<file path="config.mk">
export PLATFORM = sky130hd
export DESIGN_NAME = masked_sbox_layer_seq
export DESIGN_NICKNAME = d
export VERILOG_FILES = /design/src/rtl/masked_present_pkg.sv /design/src/rtl/masked_sbox_layer_seq_lfsr.sv /design/src/rtl/masked_sbox_layer_seq.sv
export SDC_FILE = /design/constraint.sdc
export NUM_CORES = 1
export LEC_CHECK = 0
export CORE_ASPECT_RATIO = 1.4
export CORE_MARGIN = 10
export CORE_UTILIZATION = 49
export CTS_CLUSTER_DIAMETER = 30
export DETAILED_ROUTE_END_ITERATION = 12
export GPL_TIMING_DRIVEN = 0
export PLACE_DENSITY_LB_ADDON = 0.1
export REMOVE_ABC_BUFFERS = 1
export SLEW_MARGIN = 20
export SYNTH_ARGS = -nofsm -noshare
export SYNTH_HDL_FRONTEND = slang
export SYNTH_HIERARCHICAL = 1
export SYNTH_SLANG_ARGS = --single-unit
export TNS_END_PERCENT = 1
</file>
<file path="constraint.sdc">
create_clock -name clk -period 2.8 [get_ports clk]
set_input_delay 0.28 -clock clk [delete_from_list [all_inputs] [get_ports clk]]
set_output_delay 0.28 -clock clk [all_outputs]
set_load 0.01 [all_outputs]
</file>
<file path="src/rtl/masked_present_pkg.sv">
// Shared types and constants for the serialised masked PRESENT S-box layer.
// The S-box table is consumed by bench models; the datapath never unmasks.
package masked_present_pkg;

    localparam int          NSHARES      = 3;
    localparam int          RAND_W       = 12;
    // Right-shift Galois mask for x^32+x^22+x^2+x+1
    localparam logic [31:0] LFSR_POLY    = 32'h8020_0003;
    localparam logic [31:0] SEED_DEFAULT = 32'hACE1_2468;

    typedef enum logic [1:0] {
        ST_IDLE,
        ST_FEED,
        ST_DRAIN,
        ST_DONE
    } seq_state_e;

    // Entry i lives at bits [4i+3:4i]
    localparam logic [63:0] PRESENT_SBOX = 64'h2174_8FE3_DA09_B65C;

    function automatic logic [3:0] present_sbox(input logic [3:0] x);
        logic [63:0] t;
        t = PRESENT_SBOX;
        return t[x*4 +: 4];
    endfunction

endpackage

</file>
<file path="src/rtl/masked_sbox_layer_seq_lfsr.sv">
// Refresh-randomness source: 32-bit Galois LFSR advanced 12 steps per enable.
// Exposes the low 12 bits of the state it is about to enter.
module refresh_lfsr12
    import masked_present_pkg::*;
#(
    parameter logic [31:0] SEED = SEED_DEFAULT
) (
    input  logic              clk,
    input  logic              rst,
    input  logic              en_i,
    input  logic              load_i,
    input  logic [31:0]       seed_i,
    output logic [RAND_W-1:0] rnd_o
);

    localparam logic [31:0] SEED_SAFE = (SEED == 32'h0) ? 32'h1 : SEED;

    logic [31:0] state_q;
    logic [31:0] state_d;
    logic [31:0] stepped;

    always_comb begin
        stepped = state_q;
        for (int i = 0; i < RAND_W; i++) begin
            stepped = stepped[0] ? ((stepped >> 1) ^ LFSR_POLY)
                                 : (stepped >> 1);
        end
    end

    always_comb begin
        state_d = state_q;
        if (load_i) begin
            state_d = (seed_i == 32'h0) ? 32'h1 : seed_i;
        end else if (en_i) begin
            state_d = stepped;
        end
    end

    always_ff @(posedge clk) begin
        if (rst) begin
            state_q <= SEED_SAFE;
        end else begin
            state_q <= state_d;
        end
    end

    assign rnd_o = stepped[RAND_W-1:0];

endmodule

</file>
<file path="src/rtl/masked_sbox_layer_seq.sv">
// Streams a 3-share masked state nibble-by-nibble through an external
// pipelined masked S-box stage and reassembles the substituted shares.
module masked_sbox_layer_seq
    import masked_present_pkg::*;
#(
    parameter int          NIBBLES = 16,
    parameter int          SB_LAT  = 1,
    parameter logic [31:0] SEED    = SEED_DEFAULT
) (
    input  logic                 clk,
    input  logic                 rst,
    input  logic                 start,
    input  logic [4*NIBBLES-1:0] st1,
    input  logic [4*NIBBLES-1:0] st2,
    input  logic [4*NIBBLES-1:0] st3,
    input  logic                 seed_load,
    input  logic [31:0]          seed,
    output logic                 busy,
    output logic                 done,
    output logic [4*NIBBLES-1:0] res1,
    output logic [4*NIBBLES-1:0] res2,
    output logic [4*NIBBLES-1:0] res3,
    output logic [3:0]           sb_in1,
    output logic [3:0]           sb_in2,
    output logic [3:0]           sb_in3,
    output logic [RAND_W-1:0]    sb_r,
    input  logic [3:0]           sb_out1,
    input  logic [3:0]           sb_out2,
    input  logic [3:0]           sb_out3
);

    localparam int W  = 4 * NIBBLES;
    localparam int CW = $clog2(NIBBLES + SB_LAT + 1);
    localparam logic [CW-1:0] FEED_LAST  = CW'(NIBBLES - 1);
    localparam logic [CW-1:0] DRAIN_LAST = CW'(SB_LAT - 1);

    seq_state_e        state_q, state_d;
    logic [CW-1:0]     cnt_q, cnt_d;
    logic [W-1:0]      sh1_q, sh2_q, sh3_q;
    logic [W-1:0]      sh1_d, sh2_d, sh3_d;
    logic [W-1:0]      res1_q, res2_q, res3_q;
    logic [W-1:0]      res1_d, res2_d, res3_d;
    logic [3:0]        in1_q, in2_q, in3_q;
    logic [3:0]        in1_d, in2_d, in3_d;
    logic [RAND_W-1:0] r_q, r_d;
    logic              feed_q, feed_d;
    logic [SB_LAT-1:0] vd_q, vd_d;
    logic              lfsr_en;
    logic              lfsr_load;
    logic [RAND_W-1:0] lfsr_rnd;

    refresh_lfsr12 #(
        .SEED (SEED)
    ) u_lfsr (
        .clk    (clk),
        .rst    (rst),
        .en_i   (lfsr_en),
        .load_i (lfsr_load),
        .seed_i (seed),
        .rnd_o  (lfsr_rnd)
    );

    always_comb begin
        state_d   = state_q;
        cnt_d     = cnt_q;
        sh1_d     = sh1_q;
        sh2_d     = sh2_q;
        sh3_d     = sh3_q;
        in1_d     = 4'h0;
        in2_d     = 4'h0;
        in3_d     = 4'h0;
        r_d       = '0;
        feed_d    = 1'b0;
        lfsr_en   = 1'b0;
        lfsr_load = 1'b0;
        unique case (state_q)
            ST_IDLE: begin
                if (start) begin
                    in1_d   = st1[3:0];
                    in2_d   = st2[3:0];
                    in3_d   = st3[3:0];
                    sh1_d   = st1 >> 4;
                    sh2_d   = st2 >> 4;
                    sh3_d   = st3 >> 4;
                    r_d     = lfsr_rnd;
                    lfsr_en = 1'b1;
                    feed_d  = 1'b1;
                    cnt_d   = '0;
                    state_d = ST_FEED;
                end else if (seed_load) begin
                    lfsr_load = 1'b1;
                end
            end
            ST_FEED: begin
                if (cnt_q == FEED_LAST) begin
                    cnt_d   = '0;
                    state_d = ST_DRAIN;
                end else begin
                    in1_d   = sh1_q[3:0];
                    in2_d   = sh2_q[3:0];
                    in3_d   = sh3_q[3:0];
                    sh1_d   = sh1_q >> 4;
                    sh2_d   = sh2_q >> 4;
                    sh3_d   = sh3_q >> 4;
                    r_d     = lfsr_rnd;
                    lfsr_en = 1'b1;
                    feed_d  = 1'b1;
                    cnt_d   = cnt_q + 1'b1;
                end
            end
            ST_DRAIN: begin
                if (cnt_q == DRAIN_LAST) begin
                    cnt_d   = '0;
                    state_d = ST_DONE;
                end else begin
                    cnt_d = cnt_q + 1'b1;
                end
            end
            ST_DONE: begin
                state_d = ST_IDLE;
            end
        endcase
    end

    // Valid tag trails each issued nibble by the stage latency
    always_comb begin
        vd_d   = (vd_q << 1) | SB_LAT'(feed_q);
        res1_d = res1_q;
        res2_d = res2_q;
        res3_d = res3_q;
        if (vd_q[SB_LAT-1]) begin
            res1_d = (res1_q >> 4) | (W'(sb_out1) << (W - 4));
            res2_d = (res2_q >> 4) | (W'(sb_out2) << (W - 4));
            res3_d = (res3_q >> 4) | (W'(sb_out3) << (W - 4));
        end
    end

    always_ff @(posedge clk) begin
        if (rst) begin
            state_q <= ST_IDLE;
            cnt_q   <= '0;
            sh1_q   <= '0;
            sh2_q   <= '0;
            sh3_q   <= '0;
            res1_q  <= '0;
            res2_q  <= '0;
            res3_q  <= '0;
            in1_q   <= 4'h0;
            in2_q   <= 4'h0;
            in3_q   <= 4'h0;
            r_q     <= '0;
            feed_q  <= 1'b0;
            vd_q    <= '0;
        end else begin
            state_q <= state_d;
            cnt_q   <= cnt_d;
            sh1_q   <= sh1_d;
            sh2_q   <= sh2_d;
            sh3_q   <= sh3_d;
            res1_q  <= res1_d;
            res2_q  <= res2_d;
            res3_q  <= res3_d;
            in1_q   <= in1_d;
            in2_q   <= in2_d;
            in3_q   <= in3_d;
            r_q     <= r_d;
            feed_q  <= feed_d;
            vd_q    <= vd_d;
        end
    end

    assign busy   = (state_q == ST_FEED) || (state_q == ST_DRAIN);
    assign done   = (state_q == ST_DONE);
    assign res1   = res1_q;
    assign res2   = res2_q;
    assign res3   = res3_q;
    assign sb_in1 = in1_q;
    assign sb_in2 = in2_q;
    assign sb_in3 = in3_q;
    assign sb_r   = r_q;

endmodule

</file>
# ---- Word-level counts from Yosys, hierarchy flattened
# Index checks and enable logic that the tools add are counted.
dict set report word_totals {
  ff_bits 449
  word_cells 99
}
dict set report op_classes {
  add_sub_neg 1
  n_eq_ne 8
  mux 50
  bitwise_logic 15
  n_reduce_logical 10
}
# op count
set ops {}
lappend ops {{two-way mux 32 bit} 15}
lappend ops {{two-way mux 64 bit} 6}
lappend ops {{case mux 64 bit (2 select lines)} 3}
lappend ops {{bitwise OR 60 x 64 -> 64 bit} 3}
lappend ops {{NOT 3 -> 4 bit} 12}
lappend ops {{logical NOT 32 bit} 1}
lappend ops {{two-way mux 12 bit} 2}
lappend ops {{two-way mux 4 bit} 6}
lappend ops {{case mux 12 bit (2 select lines)} 1}
lappend ops {{case mux 4 bit (2 select lines)} 3}
lappend ops {{two-way mux 5 bit} 3}
lappend ops {{case mux 5 bit (3 select lines)} 1}
lappend ops {{inequality test 2 bit, second input constant} 4}
lappend ops {{case mux 2 bit (4 select lines)} 1}
lappend ops {{two-way mux 2 bit} 3}
lappend ops {{AND reduction 3 bit} 2}
lappend ops {{adder 5 x 1 -> 5 bit, second input constant} 1}
lappend ops {{== test 5 x 4 -> 1 bit, second input constant} 1}
lappend ops {{logical NOT 5 bit} 1}
lappend ops {{two-way mux 1 bit} 5}
lappend ops {{== test 2 bit, second input constant} 2}
lappend ops {{nonzero test 2 bit} 2}
lappend ops {{nonzero test 3 bit} 1}
lappend ops {{== test 2 x 1 -> 1 bit, second input constant} 1}
lappend ops {{4 further kinds} 4}

# ---- Logic depth before layout (Yosys ltp)
# Gate-level depths: netlist (run 1).
dict set report logic_depth {
  ltp_word 26
  ltp_mapped 12
  mapped_depth_nobuf 10
}

# ---- By module
# Netlist (run 1), hierarchy kept.
# module instances cells_each area_per_inst_um2 seq_area_each_um2
set modules_own_cells {}
lappend modules_own_cells {masked_sbox_layer_seq 1 1538 15944.0 8107.8}
lappend modules_own_cells {refresh_lfsr12 1 224 1970.6 640.6}

# ---- Worst setup path before layout (run 1)
# OpenSTA, ideal clock, no wires.
dict set report synth_path {
  path_type {flip-flop to flip-flop}
  start {register cnt_q[0]}
  end {register u_lfsr.state_q[6]}
  arrival_ns 2.100
  required_ns 2.681
  setup_slack_ns 0.580
  path_stages_with_launch 12
  synth_period_minus_slack_ns 2.220
  path_cell_list {dfxtp_1 ha_1 nand3_1 inv_1 ha_1 nand2b_1 nand2_1 buf_6 clkbuf_1 mux2_2 mux2i_1 nand2_1}
}
dict set report synth_between {
  elab_chain_len 4
}
# item line
set synth_rtl {}
lappend synth_rtl {{start: declaration} masked_sbox_layer_seq.sv:38} ;# logic [CW-1:0] cnt_q, cnt_d;
lappend synth_rtl {{start signal: assignment} masked_sbox_layer_seq.sv:156} ;# cnt_q <= cnt_d;
lappend synth_rtl {{== test 5 x 4 -> 1 bit} masked_sbox_layer_seq.sv:95} ;# if (cnt_q == FEED_LAST) begin
lappend synth_rtl {{two-way mux 1 bit} n/a}
lappend synth_rtl {{case mux 1 bit (2 select lines)} n/a}
lappend synth_rtl {{named net feed_d} masked_sbox_layer_seq.sv:46} ;# logic feed_q, feed_d;
lappend synth_rtl {{nonzero test 2 bit (no line)} n/a}
lappend synth_rtl {{end signal: assignment} masked_sbox_layer_seq_lfsr.sv:43} ;# state_q <= state_d;
lappend synth_rtl {{end: declaration} masked_sbox_layer_seq_lfsr.sv:18} ;# logic [31:0] state_q;
# The timed path passes the listed nets, and every way through them passes these cells.
# A chain may end at the register's enable or synchronous reset.

==> results of run 1 <==
[power groups by stage]
| stage | logic (uW) | registers [uW] | clock network (uW) |
|---|---|---|---|
| 2_1_floorplan | 4860 | 7650 | 0 |
| 3_3_place_gp | 5790 | 7540 | 0 |
| 3_5_place_dp | 10200 | 8740 | 0 |
| 4_1_cts | 10400 | 8640 | 9600 |
| 5_1_grt | 11300 | 8810 | 9920 |
| 6_report | 10300 | 8640 | 9420 |
[repair_timing]
item	CTS	global route
buffers inserted	2	0
gates cloned	0	0
gates resized for setup	2	1
pin swaps	1	0
setup endpoints to repair	30	11
[cell type report]
| cell class | instances | area, um2 |
|---|---|---|
| Fill cell | 2730 | 10360 |
| Sequential cell | 437 | 8752 |
| Multi-Input combinational cell | 1161 | 8377 |
| Timing Repair Buffer | 490 | 5225 |
| Clock buffer | 94 | 2102 |
| Tap cell | 462 | 578.1 |
| Clock inverter | 43 | 546.8 |
| Inverter | 13 | 48.80 |
| Antenna cell | 7 | 17.52 |
[stage by stage]
step           hold slack (ps)  TNS (ps)  std cells
2_1_floorplan            344.6  -4853850       1611
3_3_place_gp             419.8  -8877510       2530
3_5_place_dp             427.6     -4576       2563
4_1_cts                  151.7         0       2701
5_1_grt                  207.6         0       2704
6_report                 189.1         0       2707
[final timing paths]
kind,end,depth (start not counted)
worst max-delay path,busy,3
worst min register to register,vd_q,1
worst max register to register,sh3_q[56],7
worst min-delay path,sh1_q[59],2
[registers in the layout, indices dropped and copies added, names as in the netlist]
name / count
res1: 64
feed_q: 1
res2: 64
sh1_q: 60
cnt_q: 5
sb_in3: 4
sb_in2: 4
sb_r: 12
u_lfsr/state_q: 32
sh3_q: 60
sh2_q: 60
res3: 64
sb_in1: 4
vd_q: 1
state_q: 2
[critical path: stages, from the launching register on]
cell and delay [ps]:
dfxtp_1 410, inv_1 100, ha_1 430, clkdlybuf4s50_1 720
[placed cells by master (no fill, tap or decap), types with 10 or more instances in the layout]
| master | Yosys | final |
|---|---|---|
| buf_16 | 0 | 11 |
| nand2_1 | 19 | 18 |
| clkdlybuf4s50_1 | 0 | 456 |
| a211oi_1 | 127 | 127 |
| inv_1 | 12 | 12 |
| xor2_1 | 11 | 11 |
| bufinv_16 | 0 | 10 |
| and2_1 | 14 | 13 |
| nor2_1 | 420 | 420 |
| xnor2_1 | 18 | 18 |
| buf_8 | 0 | 10 |
| a21oi_1 | 23 | 23 |
| clkinvlp_4 | 0 | 13 |
| clkbuf_16 | 0 | 78 |
| a22oi_1 | 24 | 24 |
| mux2i_1 | 373 | 373 |
| dfxtp_1 | 437 | 436 |
| a211oi_2 | 53 | 52 |
[cells by family (layout without fill, tap and decap cells)]
family                   count (synthesis)  count (layout)  synth area share
AND/OR/NAND/NOR                        489             489            0.1097
flip-flops                             437             437            0.4883
multiplexers                           378             378            0.2116
AO/OA/AOI/OAI                          251             251            0.1168
buffers and inverters                  164             640           0.04568
XOR/XNOR                                35              35           0.02235
adder cells (fa/ha/maj)                  8               8          0.005588
other                                    0               7                 0
[per-layer routing]
metal,wire [um],vias to the layer above,global-route usage
met5,47,-,0
li1,-,7045,-
met3,4187,78,0.07569
met1,19440,6658,0.2316
met4,1198,8,0.08535
met2,26170,422,0.3833
==> flow_metrics.py, run 1 <==
metrics = {
    "run_status": {
        "status": "finished clean",
    },
    "die": {
        "core_area_um2": 36010,
        "die_w_um": 181.6,
        "rows": 82,
        "chipHeight_um": 246.2,
        "num_io_pins": 458,
        "start_util": 0.4975,
        "fp.dieArea_um2": 44720,
    },
    "cts": {
        "root_buffer": "clkbuf_16",
        "clock_path_buffers": 3,
        "htree_levels": 3,
        "path_clk_slew_ps": 50,
        "holdBufCountCts": 0,
        "cts_buffers": 76,
        "clock_latency_ps": 580,
        "cts.sink_count": 437,
        "tritoncts": "yes",
    },
    "timing": {
        "maxSlewViolCount": 0,
        "slew_headroom": 0.2765,
        "setup_viol": 0,
        "tightest_slew_ps": 1085,
        "fin_crit_sh": 0.9015,
        "max_freq_ghz": 0.3962,
        "layout_setup_ws_ps": 275.7,
        "min_period_ps": 2524,
        "hold_viol": 0,
        "clock_skew_ps": 18.07,
        "rsz0062_at_grt": "no",
    },
    "synth": {
        "synthTopCellsByArea": "dfxtp_1 (49%), mux2i_1 (21%), nor2_1 (8.8%)",
        "synth_seq_area_share": 0.4883,
        "syn_area_um2": 17910,
        "synth-seq-cells": 437,
        "synth_top_area_cell": "dfxtp_1",
        "ys_top_cells_by_count": "dfxtp_1 (437), nor2_1 (420), mux2i_1 (373)",
        "avgSynthCellArea_um2": 10.17,
        "syn_inst": 1762,
        "ys_warn_count": 6,
        "synth_top_area_share": 0.4883,
        "synthFlopType": "dfxtp_1",
        "synthArstFlopShare": 0,
        "synth-edff-count": 0,
        "synth_cell_types": 48,
        "yosysMostFrequentCell": "dfxtp_1",
    },
    "critical_path": {
        "crit_type": "reg2out",
        "cp-startpoint": "state_q[0]",
        "cp.arrival_ps": 2240,
        "cp-start-kind": "register",
        "cp_data_required_time_ps": 2520,
        "r2r_slack_ps": 300,
        "end_kind": "primary output",
        "rr_startpoint": "state_q[1]",
        "cp_max_fo": 7,
    },
    "pwr": {
        "pwr-share-clk": 0.332,
        "p_total_uw": 28390,
        "internal_power_uw": 18930,
        "power_switching_uw": 9463,
        "leakage_uw": 0.009489,
        "power-per-cell-area_nw_per_um2": 1107,
        "peakVddDrop_v": 0.0007673,
        "switching_share": 0.3333,
        "power_frac_seq": 0.304,
        "pwr-share-comb": 0.364,
    },
    "hold_path": {
        "min_path_type": "in2reg",
        "timing.hold.worst.start": "rst",
    },
    "grt": {
        "overflow": 0,
        "antenna_found_initial": 11,
        "first_global_vias": 14190,
        "grt_pass1_wl_um": 78650,
        "grt_use_total": 0.2168,
        "grt_max_degree": 127,
    },
    "finish": {
        "fin_area_um2": 25650,
        "utilization": 0.7122,
        "nets": 2427,
        "syn2layout_area_growth_pct": 43.16,
        "drive_gt1_frac": 0.1055,
    },
    "detailed_routing": {
        "drcViolationCount": 0,
        "vias": 14210,
        "antenna_left": 0,
        "dr.first_iter.drc_count": 880,
        "wl_per_cell_um": 18.86,
        "wl_um": 51050,
        "drtPass1Iterations": 5,
        "vias_per_cell": 5.250,
    },
    "place": {
        "io_buffer_count": 457,
        "dpl_cell_area_um2": 22960,
        "gp_congestion": 0.7937,
        "dpl.hpwl_um": 36620,
        "place_ws_ps": -279.4,
    },
    "flow_run": {
        "cap_violations": 0,
    },
}
(Power assumes the default switching activity.)
==> run 2: changes to the inputs <==
- CORE_MARGIN: 10 -> default
==> flow_metrics.py, run 2 (synthesis results as in run 1) <==
metrics = {
    "critical_path": {
        "cp_data_required_time_ps": 3290,
        "worstRegToRegCells": 12,
        "rr_startpoint": "state_q[1]",
        "r2r_slack_ps": 150,
        "cp-start-kind": "register",
        "crit_type": "reg2reg",
        "r2r-end": "sh2_q[38]",
        "end_kind": "register",
        "cp.arrival_ps": 3140,
        "cp_max_fo": 37,
    },
    "timing": {
        "slew_headroom": 0.2695,
        "holdWs_ps": 240.9,
        "tightest_slew_ps": 1092,
        "max_freq_ghz": 0.3777,
        "hold_viol": 0,
        "min_period_ps": 2648,
        "clock_skew_ps": 18.34,
        "maxSlewViolCount": 0,
        "setup_viol": 0,
        "fin_crit_sh": 0.9456,
    },
    "pwr": {
        "leakage_uw": 0.009612,
        "power-per-cell-area_nw_per_um2": 1123,
        "peakVddDrop_v": 0.0008401,
    },
    "cts": {
        "cts.sink_count": 437,
        "path_clk_slew_ps": 50,
        "cts_buffers": 78,
        "clock_path_buffers": 3,
        "root_buffer": "clkbuf_16",
        "tritoncts": "yes",
        "htree_levels": 3,
        "clock_latency_ps": 590,
    },
    "finish": {
        "layout_common_cells": "clkdlybuf4s50_1 (456), dfxtp_1 (435), nor2_1 (420), mux2i_1 (373), a211oi_1 (127)",
        "final_common_cell": "clkdlybuf4s50_1",
        "fin_area_um2": 25870,
        "syn2layout_area_growth_pct": 44.41,
        "drive_gt1_frac": 0.1115,
        "nets": 2434,
    },
    "flow_run": {
        "cap_violations": 0,
    },
    "place": {
        "dpl_cell_area_um2": 22930,
        "gp_congestion": 0.7998,
        "dpl.hpwl_um": 32540,
        "io_buffer_count": 457,
    },
    "detailed_routing": {
        "dr.first_iter.drc_count": 759,
        "wl_um": 47590,
        "wl_per_cell_um": 17.49,
        "vias_per_cell": 5.253,
        "vias": 14290,
        "antenna_left": 0,
        "drtPass1Iterations": 4,
        "drcViolationCount": 0,
    },
    "grt": {
        "grt_pass1_wl_um": 74620,
        "grt_use_total": 0.2517,
        "grt_max_degree": 118,
        "antenna_found_initial": 11,
        "overflow": 0,
        "first_global_vias": 14360,
    },
    "hold_path": {
        "timing.hold.worst.start": "rst",
        "holdPathStages": 2,
        "min_path_type": "in2reg",
        "min_to": "sh1_q[57]",
    },
    "die": {
        "core_area_um2": 35910,
        "chipHeight_um": 228.2,
        "num_io_pins": 458,
        "fp.dieArea_um2": 37340,
        "rows": 82,
        "die_w_um": 163.6,
        "start_util": 0.4989,
    },
    "run_status": {
        "status": "finished clean",
    },
}
run 2: critical path, cell delays in order (launching register included):
cell,delay (ps)
dfxtp_1,340
inv_1,130
ha_4,210
buf_16,200
nor2_1,130
a211oi_4,310
buf_12,250
buf_16,180
buf_6,200
buf_6,180
buf_6,160
nor2_1,60
a211oi_2,170
run 2: report_power, final:
group          internal, uW  switching [uW]  total [uW]
sequential             7800             888        8690
combinational          5050            5470       10500
clock                  6560            3280        9840
run 2: final cells by class:
| type | instances | area, um2 |
|---|---|---|
| diodes | 7 | 17.52 |
| well taps | 462 | 578.1 |
| clock buffers | 100 | 2208 |
| flip-flops and latches | 437 | 8753 |
| fillers | 2731 | 10040 |
| clock inverters | 46 | 583.1 |
| inverters | 13 | 48.80 |
| multi-input cells | 1161 | 8381 |
| repair buffers | 495 | 5301 |
run 2: repair_timing:
action / 4_1_cts / 5_1_grt
gates resized for setup: 5 / 1
endpoints found under the setup margin: 143 / 34
gates cloned: 2 / 1
buffers inserted: 4 / 1
hold buffers: 0 / 0
pin swaps: 2 / 1
run 2: worst max path at each step:
stage	startpoint	to	slack, ps	cells past startpoint
final	state_q[1]	sh2_q[38]	150	12
after global routing	state_q[1]	sh3_q[17]	-6	12
after CTS	cnt_q[0]	sh2_q[38]	9	13
after detailed placement	state_q[1]	sh2_q[10]	-1100	15
after global placement	state_q[0]	sh1_q[45]	-36280	3
after floorplan	state_q[1]	sh2_q[14]	-22050	5
run 2: layer usage:
layer | wire length, um | up-vias | part of all wire | track usage
met4 | 1583 | 6 | 0.033 | 0.1218
met5 | 46 | - | 0.00097 | 0
met2 | 24340 | 422 | 0.51 | 0.4484
met1 | 17670 | 6713 | 0.37 | 0.2603
li1 | - | 7054 | - | -
met3 | 3949 | 98 | 0.083 | 0.08418
run 2: through the flow:
stage / instances / total power [uW] / util / setup slack, ps / setup TNS [ps]
after CTS: 2713 / 29190 / 0.7194 / 8.886 / 0
after global routing: 2720 / 30670 / 0.7204 / -6.489 / -6.489
after floorplan: 1611 / 12510 / - / -22050 / -4853850
after global placement: 2530 / 13310 / 0.6209 / -36280 / -8824330
final: 2721 / 29050 / 0.7205 / 152.4 / 0
after detailed placement: 2563 / 18870 / 0.6385 / -1097 / -66080
==> run 3: changes to the inputs <==
- GPL_ROUTABILITY_DRIVEN: default -> 0
==> results of run 3 <==
No change in the layout: final DEF, timing and power equal those of run 2.
